**src/rtl/pending_req_encoder.sv**
```systemverilog
`default_nettype none
// ============================================================================
// Module   : pending_req_encoder
// Purpose  : Sequential N-to-log2(N) priority encoder. Request pulses are
//            captured into a sticky pending register; the lowest pending
//            index is presented as a binary index on a valid/ready port and
//            its pending bit is cleared only when that index is accepted.
// Ports    : clk        - rising-edge clock
//            rst_n      - asynchronous active-low reset
//            req        - request lines, sampled every rising edge
//            out_idx    - encoded index of the presented request
//            out_valid  - out_idx holds a request awaiting acceptance
//            out_ready  - consumer accepts out_idx with out_valid
//            pending    - current pending register
//            dup        - one-cycle pulse: request hit an already pending bit
// Revision : 1.0 - initial release
// ============================================================================
module pending_req_encoder #(
  parameter int N = 4,
  parameter int W = 2
) (
  input  logic         clk,
  input  logic         rst_n,
  input  logic [N-1:0] req,
  output logic [W-1:0] out_idx,
  output logic         out_valid,
  input  logic         out_ready,
  output logic [N-1:0] pending,
  output logic         dup
);

  typedef enum logic [0:0] {
    S_IDLE    = 1'b0,
    S_PRESENT = 1'b1
  } state_t;

  state_t       r_state;
  state_t       w_state_next;
  logic [N-1:0] r_pending;
  logic [W-1:0] r_idx;
  logic [W-1:0] w_idx_next;
  logic         r_dup;

  logic         w_xfer;
  logic [N-1:0] w_clr;
  logic [W-1:0] w_lowest;

  // A transfer happens only while presenting; out_ready alone is ignored.
  assign w_xfer = (r_state == S_PRESENT) && out_ready;

  always_comb begin
    w_clr = '0;
    if (w_xfer) begin
      w_clr[r_idx] = 1'b1;
    end
  end

  // Lowest set index of the registered pending value. Scanning downward
  // lets the last (lowest) hit win.
  always_comb begin
    w_lowest = '0;
    for (int i = N - 1; i >= 0; i--) begin
      if (r_pending[i]) begin
        w_lowest = i[W-1:0];
      end
    end
  end

  // Pending register and duplicate detector. A request on the bit being
  // cleared in the same cycle keeps it set and is not a duplicate.
  always_ff @(posedge clk or negedge rst_n) begin
    if (!rst_n) begin
      r_pending <= '0;
      r_dup     <= 1'b0;
    end else begin
      r_pending <= (r_pending & ~w_clr) | req;
      r_dup     <= |(req & r_pending & ~w_clr);
    end
  end

  // FSM state and presented index registers
  always_ff @(posedge clk or negedge rst_n) begin
    if (!rst_n) begin
      r_state <= S_IDLE;
      r_idx   <= '0;
    end else begin
      r_state <= w_state_next;
      r_idx   <= w_idx_next;
    end
  end

  // Next-state logic. The index is loaded only when leaving IDLE, so it is
  // held through PRESENT even if a lower-index request arrives, and it keeps
  // its last value after the transfer.
  always_comb begin
    w_state_next = r_state;
    w_idx_next   = r_idx;
    case (r_state)
      S_IDLE: begin
        if (|r_pending) begin
          w_state_next = S_PRESENT;
          w_idx_next   = w_lowest;
        end
      end
      S_PRESENT: begin
        if (out_ready) begin
          w_state_next = S_IDLE;
        end
      end
      default: begin
        w_state_next = S_IDLE;
      end
    endcase
  end

  assign out_idx   = r_idx;
  assign out_valid = (r_state == S_PRESENT);
  assign pending   = r_pending;
  assign dup       = r_dup;

endmodule
`default_nettype wire
```
**config.mk**
```make
export PLATFORM = sky130hd
export DESIGN_NAME = pending_req_encoder
export DESIGN_NICKNAME = d
export VERILOG_FILES = /design/src/rtl/pending_req_encoder.sv
export SDC_FILE = /design/constraint.sdc
export NUM_CORES = 1
export LEC_CHECK = 0
export BUFFER_PORTS_ARGS = -buffer_cell sky130_fd_sc_hd__buf_2
export CELL_PAD_IN_SITES_DETAIL_PLACEMENT = 1
export CELL_PAD_IN_SITES_GLOBAL_PLACEMENT = 1
export CORE_MARGIN = 2
export CORE_UTILIZATION = 28
export CTS_BUF_LIST = sky130_fd_sc_hd__clkbuf_8 sky130_fd_sc_hd__clkbuf_16
export CTS_CLUSTER_DIAMETER = 40
export DETAILED_ROUTE_END_ITERATION = 8
export MAX_ROUTING_LAYER = met4
export PLACE_DENSITY = 0.75
export SLEW_MARGIN = 20
export SYNTH_ARGS = -nofsm -noshare
export SYNTH_HDL_FRONTEND = slang
export SYNTH_SLANG_ARGS = --single-unit
```
**constraint.sdc**
```tcl
create_clock -name clk -period 1 [get_ports clk]
set_clock_uncertainty 0.1 [all_clocks]
set_input_delay 0.1 -clock clk [delete_from_list [all_inputs] [get_ports clk]]
set_output_delay 0.1 -clock clk [all_outputs]
set_load 0.01 [all_outputs]
```
Yosys cells after proc, flatten, opt, wreduce, memory -nomap -nowiden

Index checks and enable logic that the tools add are counted.

Register bits: 8
Output and inout port bits: 8
Logic and storage cells: 27
Input port bits: 7

Reduce and logical (&&, ||, !) cells: 5
Order comparisons: 2
Mux-type cells: 10
Bitwise gates (word level): 6

Operators with widths:

| kind                                                              | number |
|---|---|
| bitwise AND 4 bit                                                 | 3 |
| 2-to-1 mux 2 bit                                                  | 4 |
| OR reduction 4 bit                                                | 2 |
| 2-to-1 mux 4 bit                                                  | 1 |
| NOT 4 bit                                                         | 1 |
| OR 4 bit                                                          | 1 |
| < comparator 2 x 3 -> 1 bit, second input constant                | 1 |
| 2-to-1 mux 1 bit                                                  | 3 |
| demux 1 bit (select 2 bit)                                        | 1 |
| greater-or-equal comparator 2 x 1 -> 1 bit, second input constant | 1 |
| logical AND 1 bit                                                 | 2 |
| case mux 1 bit (2 select lines)                                   | 1 |
| AND reduction 2 bit                                               | 1 |
| NOT 1 bit                                                         | 1 |

Longest topological paths before layout

Gate-level depths: netlist of run 1.

Depth after elaboration: 8
Gate-level depth with buffers: 4
Mapped depth without buffers: 3

Least setup slack after synthesis of run 1

No wires, ideal clock.

Kind: register to register
Start: register r_state, in the netlist out_valid
End: register r_dup, in the netlist dup
Data arrival time: 0.918 ns
Path buffers: 1
Data required time: 0.767 ns
Path slack: -0.152 ns
Cell stages (with the launch flop): 5
Library setup time: 0.133 ns
Cell sequence: dfrtp_1 buf_6 nand4_2 a32oi_1 o211ai_1

Cells in the longest elaborated chain, start to end: 5

Ends and longest elaborated chain:

| element                | RTL line | source |
|---|---|---|
| start, declared        | 37       | `state_t r_state;` |
| start signal, assigned | 87       | `r_state <= w_state_next;` |
| logical AND 1 bit      | 49       | `assign w_xfer = (r_state == S_PRESENT) && out_ready;` |
| 2-to-1 mux 4 bit       | 53       | `if (w_xfer) begin` |
| NOT 4 bit              | 77       | `r_dup <= \|(req & r_pending & ~w_clr);` |
| bitwise AND 4 bit      | 77       |  |
| OR reduction 4 bit     | 77       |  |
| end signal, assigned   | 77       |  |
| end, declared          | 42       | `logic r_dup;` |

Every way passes these cells.
A chain may end at the register's enable or synchronous reset.

Worst setup path in the final report of run 1

Start: register r_idx[1], in the netlist out_idx[1]
End: register r_dup, in the netlist dup

Cells in the longest elaborated chain, start to end: 8
Elaborated cells between the ends (all ways): 9

Ends and longest elaborated chain:

| element                                                                                                                | RTL line | source |
|---|---|---|
| start, declared                                                                                                        | 40       | `logic [W-1:0] r_idx;` |
| start signal, assigned                                                                                                 | 88       | `r_idx <= w_idx_next;` |
| < comparator 2 x 3 -> 1 bit (not written as such) / greater-or-equal comparator 2 x 1 -> 1 bit (equally long branches) | 54       | `w_clr[r_idx] = 1'b1;` |
| logical AND 1 bit (not written as such)                                                                                | 54       |  |
| 2-to-1 mux 1 bit (not written as such)                                                                                 | 54       |  |
| demux 1 bit (select 2 bit) (*)                                                                                         | 54       |  |
| 2-to-1 mux 4 bit (*)                                                                                                   | 53       |  |
| NOT 4 bit (*)                                                                                                          | 77       |  |
| bitwise AND 4 bit (*)                                                                                                  | 77       |  |
| OR reduction 4 bit (*)                                                                                                 | 77       |  |

Mark *: on every way between the ends. The rest lies on a longest branch, timed or not.

==> results of run 1 <==
[Yosys cell counts]
master    count
a32oi_1       1
o22ai_1       1
a21o_1        3
and2_1        1
nand2_1       1
o211ai_1      1
nor3_1        1
nor2_1        4
nand3_1       1
buf_6         1
nand4b_1      2
o31ai_1       1
o22a_1        1
nand4_2       1
dfrtp_1       8
nand2_2       1
a21boi_1      1
a21oi_1       2
inv_1         3
[metal layers]
layer / track usage / vias up
li1: - / 191
met1: 0.227 / 204
met2: 0.258 / 13
met3: 0.0944 / 4
met4: 0.0667 / 0
met5: - / -
[worst paths after layout]
check / end / slack [ns] / cells past startpoint
max reg2reg: dup / -0.16 / 3
max: dup / -0.16 / 3
min reg2reg: pending[0] / 0.52 / 2
min in group asynchronous: pending[0] / 0.15 / 2
min: dup / 0.06 / 3
max in group asynchronous: out_idx[1] / 0.45 / 2
[registers in the layout, summed over array words and instances, names as in the netlist]
name and cells:
out_valid 1, dup 1, out_idx 2, pending 4
[final cells by class]
type | instances | area [um^2]
repair buffers | 30 | 262
clock buffers | 3 | 41.3
flip-flops and latches | 8 | 204
multi-input cells | 23 | 186
well taps | 15 | 18.8
fillers | 137 | 546
inverters | 3 | 11.3
[placed cells by master, fill, tap and decap left out]
cell	Yosys	final
nor2_1	4	2
a21o_1	3	3
dfrtp_1	8	5
a32oi_1	1	1
buf_12	0	2
nand3_1	1	1
and2_1	1	1
buf_2	0	11
o22a_1	1	1
dfrtp_2	0	3
a21oi_1	2	2
inv_1	3	3
nand2_2	1	1
clkbuf_8	0	3
a21boi_1	1	1
nand4_4	0	1
o22ai_2	0	1
nand4b_1	2	2
buf_4	0	5
dlygate4sd3_1	0	5
nor3_4	0	1
o211ai_1	1	1
buf_6	1	7
nor2_2	0	2
nand2_1	1	1
o31ai_2	0	1
[per-stage QoR]
stage               cells  cell area [um^2]  setup TNS (ns)  hold WS, ns
floorplan              35               389          -0.305       -0.296
global placement       68               504          -0.491       -0.145
detailed placement     68               504          -0.591       -0.141
CTS                    82               712          -0.937       0.0571
global route           82               723           -1.59       0.0976
finish                 82               723           -1.11       0.0574
[timing repair]
| action | 4_1_cts | 5_1_grt |
|---|---|---|
| resized for setup | 10 | 3 |
| endpoints found under the hold margin | 12 | 0 |
| pin swaps | 7 | 2 |
| buffers inserted | 6 | 0 |
| setup endpoints to repair | 13 | 14 |
| hold buffers | 5 | 0 |
[worst min-delay path: cells and delay by family]
family                 cells  cell delay [ns]
AO/OA/AOI/OAI              2             0.16
buffers and inverters      1             0.08
[cell families after synthesis]
kind of cell,synth area share
flip-flops,0.537
AND/OR/NAND/NOR,0.191
AO/OA/AOI/OAI,0.211
buffers and inverters,0.0604
[power by group through the flow]
| stage | clock network (uW) | registers [uW] | logic, uW |
|---|---|---|---|
| global placement | 0 | 393 | 156 |
| finish | 387 | 392 | 264 |
| floorplan | 0 | 403 | 63.0 |
| global route | 407 | 396 | 287 |
| detailed placement | 0 | 394 | 158 |
| CTS | 396 | 388 | 259 |
==> reports/qor.yml, run 1 <==
antennaDiodeCount: 0
clkPwrFrac: 0.371
drtPass1Iterations: 2
avgSynthCellArea_um2: 10.7
slew_headroom: 0.797
die_w_um: 40.5
p_total_uw: 1040
min_period_ns: 1.16
cts-root-buf: "clkbuf_8"
synth-seq-cells: 8
required_ns: 1.00
wl_met1_um: 519
switching_share: 0.258
ys_types: 19
p_seq_frac: 0.376
drv_slew: 0
power.density_mw_per_mm2: 1440
synthToLayoutAreaGrowth_pct: 94.0
wl_um: 1190
route.met3.wl_um: 62
synth.area.top_cells: "dfrtp_1 54%, a21o_1 6.0%, nand4b_1 4.7%"
drtIter0Drc: 5
grt_max_degree: 9
ys_warn_count: 0
finalSetupViolations: 12
grt_pass1_vias: 417
synth_top_area_share: 0.537
postLayoutCoreUtil: 0.570
yosys.area.top_type: "dfrtp_1"
start_util: 0.294
place.gp.congestion: 0.799
path_class: "reg2reg"
dr_total_vias: 412
status: "complete, but fails checks"
synthesis.nets: 42
max-cap-violations: 0
post-place-ws_ns: -0.167
critPathLaunchType: "flip-flop"
clk_pin_slew_ns: 0.04
grt-ovfl-total: 0
layout-drive-gt1-share: 0.567
layout_setup_ws_ns: -0.156
groute.usage.overall: 0.185
hp-class: "in2reg"
critPathMaxStageDelay_ns: 0.44
peakVddDrop_uv: 814
ioPinCount: 15
port_buffers: 14
p_sw_uw: 269
rsz0062_at_grt: "true"
core_region_area_mm2: 0.00127
worstSkewPairLatency_ns: 0.23
clk_path_buf_depth: 2
antenna_found_initial: 0
cts_tree: "yes"
cpLargestDelayFamily: "flip-flops"
power.leakage_uw: 0.000326
drc: 0
die-area_mm2: 0.00164
postRouteAntennaNets: 0
highest_layer: "met4"
cp-end-kind: "flip-flop"
tightestPinTransition_ns: 0.304
ys_seq_area_frac: 0.537
die_h_um: 40.5
wl_per_cell_um: 14.5
path_cells: "nand4b_1, a32oi_1, o211ai_1"
avgViaCountPerCell: 5.02
p_int_uw: 773
violations: "negative setup slack"
netlist_area_um2: 373
finalHoldViolCount: 0
p_comb_frac: 0.253
nNetsFinal: 76
crit_arrival_ns: 1.16
r2r-start: "out_idx[1]"
grt_pass1_wl_um: 1840
wl_met2_um: 590
max_freq_mhz: 865
numCtsBuffers: 3
critical_path.startpoint: "out_idx[1]"
syn-instance-count: 35
worst-path-max-fanout: 4
cts_max_level: 1
cts_sinks: 8
min_from: "req[3]"
path_buf_inv: 0
finalCritPeriodShare: 1.16
rows: 13
cp_slowest_cell: "dfrtp_2"
(Power assumes the default switching activity.)
==> inputs of run 2 (changes only) <==
Settings changed: CORE_AREA set to 2 2 39 41, CORE_MARGIN 2 to unset, CORE_UTILIZATION 28 to unset, DIE_AREA set to 0 0 41 43, PLACE_DENSITY 0.75 to 0.72.
Clock period 1 ns to 1.2 ns, I/O delays scaled along.
==> run 2 against run 1 <==
  * The run still ends with negative setup slack left
  * Sequential power shrank 17%
  * First-iteration DRC count grew 60%
  * Global-route usage shrank 2.5 points
  * Critical path depth is the same
  * Die area grew 7.5%
  * Cell count shrank 7.3%
  * Setup slack gained 0.13 ns
  * Core utilization shrank 15 points
  * Non-clock buffer count shrank 7
  * Worst hold slack gained 0.11 ns
  * Design area shrank 19%
  * Largest cell class is now registers
  * Highest routed layer unchanged
==> reports/qor.yml, run 2 (synthesis gave the netlist of run 1 again) <==
status: "complete, but fails checks"
violations: "negative setup slack"
max_freq_mhz: 818  # -5.4%
slew_headroom: 0.811  # +0.0138
rows: 14  # +1
dr_total_vias: 372  # -9.7%
path_cells: "nand4b_1, a32oi_1, o211ai_1"
finalSetupTns_ns: -0.0220  # +1.09 ns
p_total_uw: 782  # -25%
drc: 0  # unchanged
antenna_found_initial: 0  # unchanged
die_w_um: 41  # +1.3%
peakVddDrop_uv: 503  # -38%
drv_slew: 0  # unchanged
clk_path_buf_depth: 2  # unchanged
grt_max_degree: 9  # unchanged
layout_commonest_cell: "buf_2"
die-area_mm2: 0.00176  # +7.5%
power.leakage_uw: 0.000262  # -20%
ioPinCount: 15  # unchanged
cpLargestDelayFamily: "flip-flops"
cts_max_level: 1  # unchanged
max-cap-violations: 0  # unchanged
finalSetupViolations: 1  # -11
postPlaceCellArea_um2: 459  # -8.9%
reg2reg_slack_ns: -0.02  # +0.13 ns
wl_met1_um: 442  # -15%
core_region_area_mm2: 0.00138  # +9.1%
die_h_um: 43  # +6.2%
rsz0062_at_grt: "true"
multi_input_area_um2: 150  # -19%
finalHoldViolCount: 0  # unchanged
crit_arrival_ns: 1.22  # +0.06 ns
worst_hold_slack_ns: 0.164  # +0.107 ns
grt_pass1_wl_um: 1710  # -7.1%
hp-class: "in2async"
layout_setup_ws_ns: -0.0220  # +0.134 ns
finalCritPeriodShare: 1.02  # -0.138
nNetsFinal: 69  # -9.2%
grt_pass1_vias: 379  # -9.1%
critPathLaunchType: "flip-flop"
nFillCells: 173  # +26%
numCtsBuffers: 3  # unchanged
synthToLayoutAreaGrowth_pct: 57.4
cts_sinks: 8  # unchanged
drtPass1Iterations: 4  # +2
cts-root-buf: "clkbuf_8"
regArea_um2: 204  # unchanged
path_buf_inv: 0  # unchanged
final_area_um2: 587  # -19%
postRouteAntennaNets: 0  # unchanged
port_buffers: 14  # unchanged
layout-drive-gt1-share: 0.433  # -0.134
path_class: "reg2reg"
tightestPinTransition_ns: 0.281  # -0.0231 ns
required_ns: 1.19  # +0.19 ns
largest_reg_flops: 4  # unchanged
groute.usage.overall: 0.161  # -0.0247
wl_per_cell_um: 13.2  # -8.7%
wl_met2_um: 504  # -15%
min_period_ns: 1.22  # +0.0659 ns
cts_tree: "yes"
clk_pin_slew_ns: 0.04  # about the same
place.gp.congestion: 0.706  # -12%
worstSkewPairLatency_ns: 0.23  # about the same
final_cell_mix: "13 x buf_2, 5 x dfrtp_1, 5 x dlygate4sd3_1, 4 x nor2_1"
power.density_mw_per_mm2: 1330  # -7.6%
grt-ovfl-total: 0  # unchanged
critPathMaxStageDelay_ns: 0.42  # -0.02 ns
worst-path-max-fanout: 4  # unchanged
route.met3.wl_um: 35  # -44%
hpwl_um: 731
drtIter0Drc: 8  # +3
start_util: 0.269  # -0.0244
cp-end-kind: "flip-flop"
avgViaCountPerCell: 4.89  # -2.6%
antennaDiodeCount: 0  # unchanged
wl_um: 1010  # -15%
cp_slowest_cell: "dfrtp_2"
highest_layer: "met4"
[run 2: worst paths after layout]
kind | endpoint | from | depth (start not counted)
max reg2reg | dup | out_idx[1] | 3
min reg2reg | pending[1] | pending[1] | 1
max | dup | out_idx[1] | 3
min in group clk | pending[3] | out_ready | 3
min | pending[0] | rst_n | 2
max in group asynchronous | out_valid | rst_n | 2
[run 2: where the power goes]
part | internal (uW) | switching, uW | total, uW
registers | 294 | 30.2 | 325
clock network | 217 | 103 | 320
logic | 75.4 | 62.0 | 137
total | 587 | 195 | 782
[run 2: final cells by class]
| class | count | share of cell area |
|---|---|---|
| Sequential cell | 8 | 0.348 |
| Clock buffer | 3 | 0.0704 |
| Inverter | 3 | 0.0192 |
| Tap cell | 16 | 0.0341 |
| Timing Repair Buffer | 23 | 0.273 |
| Multi-Input combinational cell | 23 | 0.256 |
[run 2: per-stage QoR]
stage	setup WS (ns)	util	std cells
global placement	-0.0294	0.332	65
finish	-0.0220	0.424	76
CTS	-0.0179	0.417	76
detailed placement	-0.0937	0.332	65
floorplan	0.0485	-	35
global route	-0.0712	0.424	76
[run 2: metal layers]
layer  vias to the layer above  global-route usage
li1                        178                   -
met3                         2              0.0628
met1                       180               0.188
met2                        12               0.213
met5                         -                   -
met4                         0               0.120
[run 2: timing repair]
action	CTS	global route
endpoints found under the hold margin	12	0
pin swaps	1	1
buffers inserted	3	0
hold buffers	5	0
endpoints found under the setup margin	2	3
gates resized for setup	3	3
==> inputs of run 3 (changes only) <==
Settings changed: CTS_BUF_LIST sky130_fd_sc_hd__clkbuf_8 sky130_fd_sc_hd__clkbuf_16 to unset.
Clock period 1.2 ns to 1.3 ns, I/O delays scaled along.
==> run 3 against run 2 <==
  * Non-clock buffer count is 3 lower
  * Cell count is 3.9% lower
  * Combinational power shrank 23%
  * Critical path depth decreased by 1
  * Global-route usage fell by 3.4 points
  * The flow now finishes without violations
  * Critical endpoint is now out_valid
  * Clock power decreased by 42%
==> reports/qor.yml, run 3 (synthesis gave the netlist of run 1 again) <==
tightestPinTransition_ns: 0.320  # +0.0383 ns
numCtsBuffers: 3  # unchanged
finalHoldViolCount: 0  # unchanged
min_period_ns: 1.22
place.gp.congestion: 0.697  # -1.3%
grt-ovfl-total: 0  # unchanged
layout-drive-gt1-share: 0.368  # -0.0649
max-cap-violations: 0  # unchanged
worst_hold_slack_ns: 0.147  # -0.0170 ns
groute.usage.overall: 0.127  # -0.0340
drtIter0Drc: 0  # -8
required_ns: 1.07  # -0.12 ns
worstSkewPairLatency_ns: 0.25  # +0.02 ns
hpwl_um: 672  # -8.1%
grt_max_degree: 9  # unchanged
core_region_area_mm2: 0.00138  # unchanged
finalSetupViolations: 0  # -1
nFillCells: 171  # -1.2%
critPathLaunchType: "flip-flop"
start_util: 0.269  # unchanged
cts-root-buf: "clkbuf_4"
finalCritPeriodShare: 0.936
cts_tree: "yes"
worst-path-max-fanout: 8  # +4
postLayoutCoreUtil: 0.385  # -0.0389
synthToLayoutAreaGrowth_pct: 43.0
post_cts_buffers: 0  # -3
status: "completed"
wl_um: 849  # -16%
antennaDiodeCount: 0  # unchanged
max_freq_mhz: 822
die_h_um: 43  # unchanged
cp-end-kind: "output port"
antenna_found_initial: 0  # unchanged
crit_arrival_ns: 0.99  # -0.23 ns
drtPass1Iterations: 1  # -3
clk_pin_slew_ns: 0.06  # +0.02 ns
rows: 14  # unchanged
largest_reg_flops: 4  # unchanged
postRouteAntennaNets: 0  # unchanged
finalSetupTns_ns: 0  # +0.0220 ns
drc: 0  # unchanged
die_w_um: 41  # unchanged
clk_path_buf_depth: 2  # unchanged
grt_pass1_vias: 315  # -17%
slew_headroom: 0.785  # -0.0258
cts_max_level: 1  # unchanged
layout_commonest_cell: "buf_2"
drv_slew: 0  # unchanged
die-area_mm2: 0.00176  # unchanged
p_total_uw: 586  # -25%
ioPinCount: 15  # unchanged
grt_pass1_wl_um: 1410  # -18%
reg2regPathDepth: 3  # unchanged
dp.cells: 65  # unchanged
path_class: "reg2out"
finalNonFillerCells: 73  # -3.9%
cts_sinks: 8  # unchanged
port_buffers: 14  # unchanged
wl_per_cell_um: 11.6  # -12%
rsz0062_at_grt: "false"
avgViaCountPerCell: 4.74  # -3.2%
dr_total_vias: 346  # -7.0%
hp-class: "in2async"
power.density_mw_per_mm2: 1100  # -17%
power.leakage_uw: 0.000239  # -9.0%
nNetsFinal: 66  # -4.3%
peakVddDrop_uv: 381  # -24%
final_cell_mix: "14 x buf_2, 7 x dfrtp_1, 5 x dlygate4sd3_1, 4 x nor2_1"
run 3: cell types whose count changed in the layout (fill, tap and decap cells not counted), sizes merged:
| cell | change |
|---|---|
| buf | -3 |
run 3: cell type report:
type / count / area [um^2] / area share
repair buffers: 20 / 128 / 0.239
inverters: 3 / 11.3 / 0.0211
flip-flops and latches: 8 / 201 / 0.378
multi-input cells: 23 / 150 / 0.282
well taps: 16 / 20.0 / 0.0376
clock buffers: 3 / 22.5 / 0.0423
run 3: per-layer routing:
| metal | global-route usage | up-vias | wire (um) |
|---|---|---|---|
| met5 | - | - | 0 |
| met1 | 0.163 | 163 | 370 |
| met2 | 0.163 | 10 | 399 |
| met3 | 0.0314 | 2 | 56 |
| li1 | - | 171 | - |
| met4 | 0.100 | 0 | 22 |
run 3: stage by stage:
| step | cell area, um^2 | setup WS [ns] |
|---|---|---|
| floorplan | 373 | 0.148 |
| global placement | 459 | 0.153 |
| detailed placement | 459 | 0.107 |
| CTS | 532 | 0.0745 |
| global route | 533 | 0.0164 |
| finish | 533 | 0.0837 |
run 3: path summary, 6_finish.rpt:
path	from	end	slack, ns
max in group asynchronous	rst_n	out_idx[1]	0.76
min in group clk	out_ready	out_valid	0.15
min	rst_n	pending[2]	0.15
min reg2reg	pending[1]	pending[1]	0.46
max reg2reg	out_idx[1]	dup	0.15
max	out_valid	out_valid	0.08
run 3: timing repair:
action / 4_1_cts / 5_1_grt
hold buffers: 5 / 0
resized for setup: 0 / 1
endpoints found under the hold margin: 12 / 0
endpoints found under the setup margin: 0 / 1
run 3: power breakdown:
group / switching [uW] / leakage (uW) / internal, uW
logic: 49.3 / 0.000143 / 55.4
registers: 26.6 / 0.0000816 / 269
clock network: 79.8 / 0.0000138 / 105
run 3: critical path, cell delays in order, from the launching register on:
cell and delay, ns:
dfrtp_1 0.42, buf_4 0.18, buf_2 0.14
